--- config.mk ---
export PLATFORM = sky130hd
export DESIGN_NAME = wdt_reset_sequencer
export DESIGN_NICKNAME = d
export VERILOG_FILES = /design/src/rtl/wdt_pkg.sv /design/src/rtl/rst_seq_counter.sv /design/src/rtl/wdt_reset_sequencer.sv
export SDC_FILE = /design/constraint.sdc
export NUM_CORES = 1
export LEC_CHECK = 0
export CAP_MARGIN = 20
export CORE_MARGIN = 10
export CORE_UTILIZATION = 54
export CTS_BUF_LIST = sky130_fd_sc_hd__clkbuf_16
export CTS_CLUSTER_DIAMETER = 80
export DETAILED_ROUTE_END_ITERATION = 10
export PLACE_DENSITY = 0.81
export SYNTH_ARGS = -nofsm -noshare
export SYNTH_HDL_FRONTEND = slang
export SYNTH_SLANG_ARGS = --single-unit
--- constraint.sdc ---
create_clock -name clk -period 3.3 [get_ports clk]
set_input_delay 0.66 -clock clk [delete_from_list [all_inputs] [get_ports clk]]
set_output_delay 0.66 -clock clk [all_outputs]
set_load 0.02 [all_outputs]
--- src/rtl/wdt_pkg.sv ---
// rtl/wdt_pkg.sv - shared types and constants for the watchdog and its reset sequencer
package wdt_pkg;

  typedef enum logic [1:0] {
    ASSERT  = 2'd0,
    RELEASE = 2'd1,
    RUN     = 2'd2,
    LOCKED  = 2'd3
  } state_t;

  localparam logic [1:0] CAUSE_POR  = 2'b00;
  localparam logic [1:0] CAUSE_WDT  = 2'b01;
  localparam logic [1:0] CAUSE_SW   = 2'b10;
  localparam logic [1:0] CAUSE_LOCK = 2'b11;

  // Timeout lengths selectable in the watchdog timer itself
  localparam int WDT_TIMEOUT_W       = 16;
  localparam int WDT_TIMEOUT_SHORT   = 1024;
  localparam int WDT_TIMEOUT_DEFAULT = 4096;
  localparam int WDT_TIMEOUT_LONG    = 65535;

endpackage

--- src/rtl/rst_seq_counter.sv ---
// rtl/rst_seq_counter.sv - phase counter with synchronous clear and terminal-count compare
module rst_seq_counter #(
  parameter int CNT_W = 5
) (
  input  logic             clk,
  input  logic             rst,
  input  logic             clr,
  input  logic             en,
  input  logic [CNT_W-1:0] limit,
  output logic             tc
);

  logic [CNT_W-1:0] count;

  always_ff @(posedge clk or negedge rst) begin
    if (!rst) begin
      count <= '0;
    end else if (clr) begin
      count <= '0;
    end else if (en) begin
      count <= count + 1'b1;
    end
  end

  assign tc = en && (count == limit);

endmodule

--- src/rtl/wdt_reset_sequencer.sv ---
// rtl/wdt_reset_sequencer.sv - stretches watchdog/software resets, records cause, escalates to lockout
module wdt_reset_sequencer
  import wdt_pkg::*;
#(
  parameter int HOLD_CYCLES   = 16,
  parameter int SETTLE_CYCLES = 8,
  parameter int MAX_BITES     = 3,
  parameter int CNT_W         = 5
) (
  input  logic                             clk,
  input  logic                             rst,
  input  logic                             wdt_bite,
  input  logic                             sw_rst_req,
  input  logic                             cause_clr,
  output logic                             sys_rst_n,
  output logic                             wd_en_o,
  output logic [1:0]                       rst_cause,
  output logic [$clog2(MAX_BITES+1)-1:0]   bite_count,
  output logic                             locked
);

  localparam int BW = $clog2(MAX_BITES + 1);

  state_t           state;
  logic             bite_d;
  logic             bite_edge;
  logic             last_bite;
  logic             cnt_en;
  logic             cnt_clr;
  logic             cnt_tc;
  logic [CNT_W-1:0] cnt_limit;

  assign bite_edge = wdt_bite & ~bite_d;
  assign last_bite = (32'(bite_count) + 32'd1) == 32'(MAX_BITES);

  // One counter serves both timed phases; it idles at zero outside them
  assign cnt_en    = (state == ASSERT) || (state == RELEASE);
  assign cnt_clr   = cnt_tc || !cnt_en;
  assign cnt_limit = (state == ASSERT) ? CNT_W'(HOLD_CYCLES - 1) : CNT_W'(SETTLE_CYCLES - 1);

  rst_seq_counter #(
    .CNT_W (CNT_W)
  ) u_counter (
    .clk   (clk),
    .rst   (rst),
    .clr   (cnt_clr),
    .en    (cnt_en),
    .limit (cnt_limit),
    .tc    (cnt_tc)
  );

  always_ff @(posedge clk or negedge rst) begin
    if (!rst) begin
      state      <= ASSERT;
      sys_rst_n  <= 1'b0;
      wd_en_o    <= 1'b0;
      rst_cause  <= CAUSE_POR;
      bite_count <= '0;
      locked     <= 1'b0;
      bite_d     <= 1'b0;
    end else begin
      bite_d <= wdt_bite;
      case (state)
        ASSERT: begin
          if (cnt_tc) begin
            state     <= RELEASE;
            sys_rst_n <= 1'b1;
          end
        end
        RELEASE: begin
          if (cnt_tc) begin
            state   <= RUN;
            wd_en_o <= 1'b1;
          end
        end
        RUN: begin
          if (bite_edge) begin
            sys_rst_n <= 1'b0;
            wd_en_o   <= 1'b0;
            if (last_bite) begin
              state      <= LOCKED;
              rst_cause  <= CAUSE_LOCK;
              bite_count <= BW'(MAX_BITES);
              locked     <= 1'b1;
            end else begin
              state      <= ASSERT;
              rst_cause  <= CAUSE_WDT;
              bite_count <= bite_count + 1'b1;
            end
          end else if (sw_rst_req) begin
            state     <= ASSERT;
            sys_rst_n <= 1'b0;
            wd_en_o   <= 1'b0;
            rst_cause <= CAUSE_SW;
          end else if (cause_clr) begin
            bite_count <= '0;
          end
        end
        LOCKED: begin
          sys_rst_n <= 1'b0;
          wd_en_o   <= 1'b0;
          locked    <= 1'b1;
        end
        default: state <= ASSERT;
      endcase
    end
  end

endmodule

==> results.cfg <==
[worst_setup_path]
startpoint_type = input port
crit_buf_inv = 1
cpLargestDelayFamily = buffers and inverters
arrival_ns = 2.20
worstPathCellList = clkdlybuf4s50_1, nor2b_1, nor3_1, a211oi_1, mux2_2
critPathSlowestCell = clkdlybuf4s50_1
end_kind = flip-flop
cp_slowest_stage_delay_ns = 0.49
path_max_fanout = 5
path_class = input port to flip-flop
crit_required_ns = 3.43

[sta]
slew_violations = 0
fmax_ghz = 0.4817
fin_ws_ns = 1.224
final-hold-violation-count = 0
fin_crit_sh = 0.6291
max_slew.worst_pin.slew_ns = 0.6464
grt_setup_unrepaired = false
setup_violations = 0
max_slew_margin = 0.5677
skew_ns = 0.001056
fin_crit_ns = 2.076
tns_ns = 0

[grt]
grt_max_degree = 16
grtUsageTotal = 0.09788
grt_overflow = 0
grt_pass1_wl_mm = 2.635
grt_pass1_vias = 615
antenna_found_initial = 0

[layout]
fillers = 85
diodes = 0
drive_gt1_frac = 0.06593
fin_util = 0.7436
area_growth_syn_to_layout_pct = 26.90
fin_cells = 106
final_nets = 105

[placed_design]
port_buffers = 11
place_hpwl_mm = 1.082
dp_cells = 102
dpl_worst_slack_ns = 0.9973
place_congestion = 0.7852

[hold_path]
holdCritPathClass = flip-flop to flip-flop

[power]
intPower_mw = 0.5902
power_frac_clock = 0.249
pwr-share-seq = 0.323
power.density_nw_per_um2 = 943.6
switchingPower_mw = 0.3343
leakagePower_nw = 0.4485
p_comb_frac = 0.428
max-vdd-ir-drop_mv = 0.6227
swShare = 0.3616

[detailed_routing]
drt-initial-drc-count = 12
route.vias.total = 580
ant_nets = 0
drc = 0
routedWlPerCell_um = 14.94
wl_mm = 1.584
viasPerCell = 5.472
dr.pass1.iters = 4

[synthesis]
synth_mux_area_frac = 0.02755
netlist.area_leader.share = 0.4862
ys_seq_elements = 15
yosysSeqAreaShare = 0.4862
syn_avg_cell_area_sq_um = 10.16
synth_top_family_by_area = simple AND/OR/NAND/NOR gates
synthesis.nets = 89
async_flop_share = 1.000
ys_top_cells_by_count = dfrtp_1 (15), nand2_1 (10), ha_1 (8)
synthCells = 76
synth_top_cell_by_area = dfrtp_1
synth_area_sq_um = 772.0
synth_xor_area_frac = 0.03404
yosysMostFrequentCell = dfrtp_1
synth_fa_ha_area_frac = 0.1297
synth-edff-count = 0
synth_warnings = 0
synth_simple_gate_area_share = 0.1702
synth_compound_area_frac = 0.1280
synth_top_flop_cell = dfrtp_1
ys_top_cells_by_area = dfrtp_1 (49%), ha_1 (13%), nand2_1 (4.9%), a21oi_1 (3.9%), nor2_1 (3.4%)
synth_cell_type_count = 24

[die]
die_h_um = 57.81
coreArea_sq_um = 1318
start_util = 0.5859
ios = 12
dieArea_sq_um = 3342
die_w_um = 57.81
rows = 13

[clock_tree]
cts_made_buffers = 3
post-cts-setup-buffers = 0
clock_sinks = 15
clockRootBuffer = clkbuf_16
h-tree-depth = 1
cts_resized = 0
cts_tree = yes
holdBufCountCts = 0
clock_latency_ns = 0.24
clk_path_buf_depth = 2
path_clk_slew_ns = 0.05

[flow_run]
maxCapViolCount = 0

[status]
status = finished, final reports clean
## path summary, 6_finish.rpt
| kind | startpoint | endpoint | slack (ns) | cells after the start |
|---|---|---|---|---|
| min in group asynchronous | rst | u_counter.count[2] | 0.82 | 1 |
| max in group asynchronous | rst | rst_cause[1] | 2.07 | 1 |
| hold reg to reg | u_counter.count[0] | u_counter.count[0] | 0.47 | 1 |
| hold / removal | u_counter.count[0] | u_counter.count[0] | 0.47 | 1 |
| setup / recovery | wdt_bite | sys_rst_n | 1.22 | 5 |
| setup reg to reg | state[0] | wd_en_o | 1.32 | 6 |
## placed cells by master (no fill, tap or decap), types with 2 or more instances in the layout
cell type	netlist	layout
ha_1	8	8
o21ai_0	2	2
clkdlybuf4s50_1	0	11
nand2_1	10	10
dfrtp_1	15	15
clkbuf_16	0	3
inv_1	5	6
xor2_1	2	2
a21oi_1	6	6
nor2_1	7	7
nor2b_1	2	2
nand3_1	4	4
nor3_1	2	2
## metal layers
layer,track usage,part of all wire
met4,0.05034,0.017
met1,0.1068,0.43
met5,0,0
met3,0.04139,0.10
met2,0.1580,0.45
## cells by family (layout without fill, tap and decap cells)
| family | Yosys count | count (layout) |
|---|---|---|
| and+or+nand+nor | 29 | 29 |
| xor gates and xnor gates | 3 | 3 |
| AOI/OAI and AO/OA | 14 | 14 |
| buffers and inverters | 5 | 20 |
| muxes | 2 | 2 |
| DFF | 15 | 15 |
| adders and majority gates | 8 | 8 |
## cell type report
| cell class | count | area, sq um | share of cell area |
|---|---|---|---|
| multi-input combinational | 56 | 377.9 | 0.3857 |
| sequential | 15 | 375.4 | 0.3831 |
| timing repair buffer | 11 | 110.1 | 0.1124 |
| clock buffer | 3 | 75.07 | 0.07663 |
| inverter | 5 | 18.77 | 0.01916 |
| tap | 15 | 18.77 | 0.01916 |
| clock inverter | 1 | 3.754 | 0.003831 |
## state kept, by name, indices dropped and copies added (netlist names)
| name | cells |
|---|---|
| bite_d | 1 |
| wd_en_o | 1 |
| locked | 1 |
| sys_rst_n | 1 |
| u_counter.count | 5 |
| bite_count | 2 |
| rst_cause | 2 |
| state | 2 |
## power by group through the flow
stage	sequential, mW	combinational (mW)	clock [mW]
finish	0.299	0.395	0.230
detailed placement	0.300	0.388	0
floorplan	0.330	0.232	0
global route	0.310	0.436	0.237
CTS	0.299	0.398	0.233
global placement	0.297	0.376	0
## metrics by stage
| stage | hold slack (ns) | instance area (sq um) | total power, mW |
|---|---|---|---|
| final | 0.4688 | 979.7 | 0.9244 |
| after global routing | 0.4903 | 979.7 | 0.9830 |
| after CTS | 0.4745 | 979.7 | 0.9294 |
| after detailed placement | 0.4602 | 900.9 | 0.6874 |
| after global placement | 0.4478 | 900.9 | 0.6730 |
| after floorplan | 0.3644 | 772.0 | 0.5612 |
(Power assumes the default switching activity.)
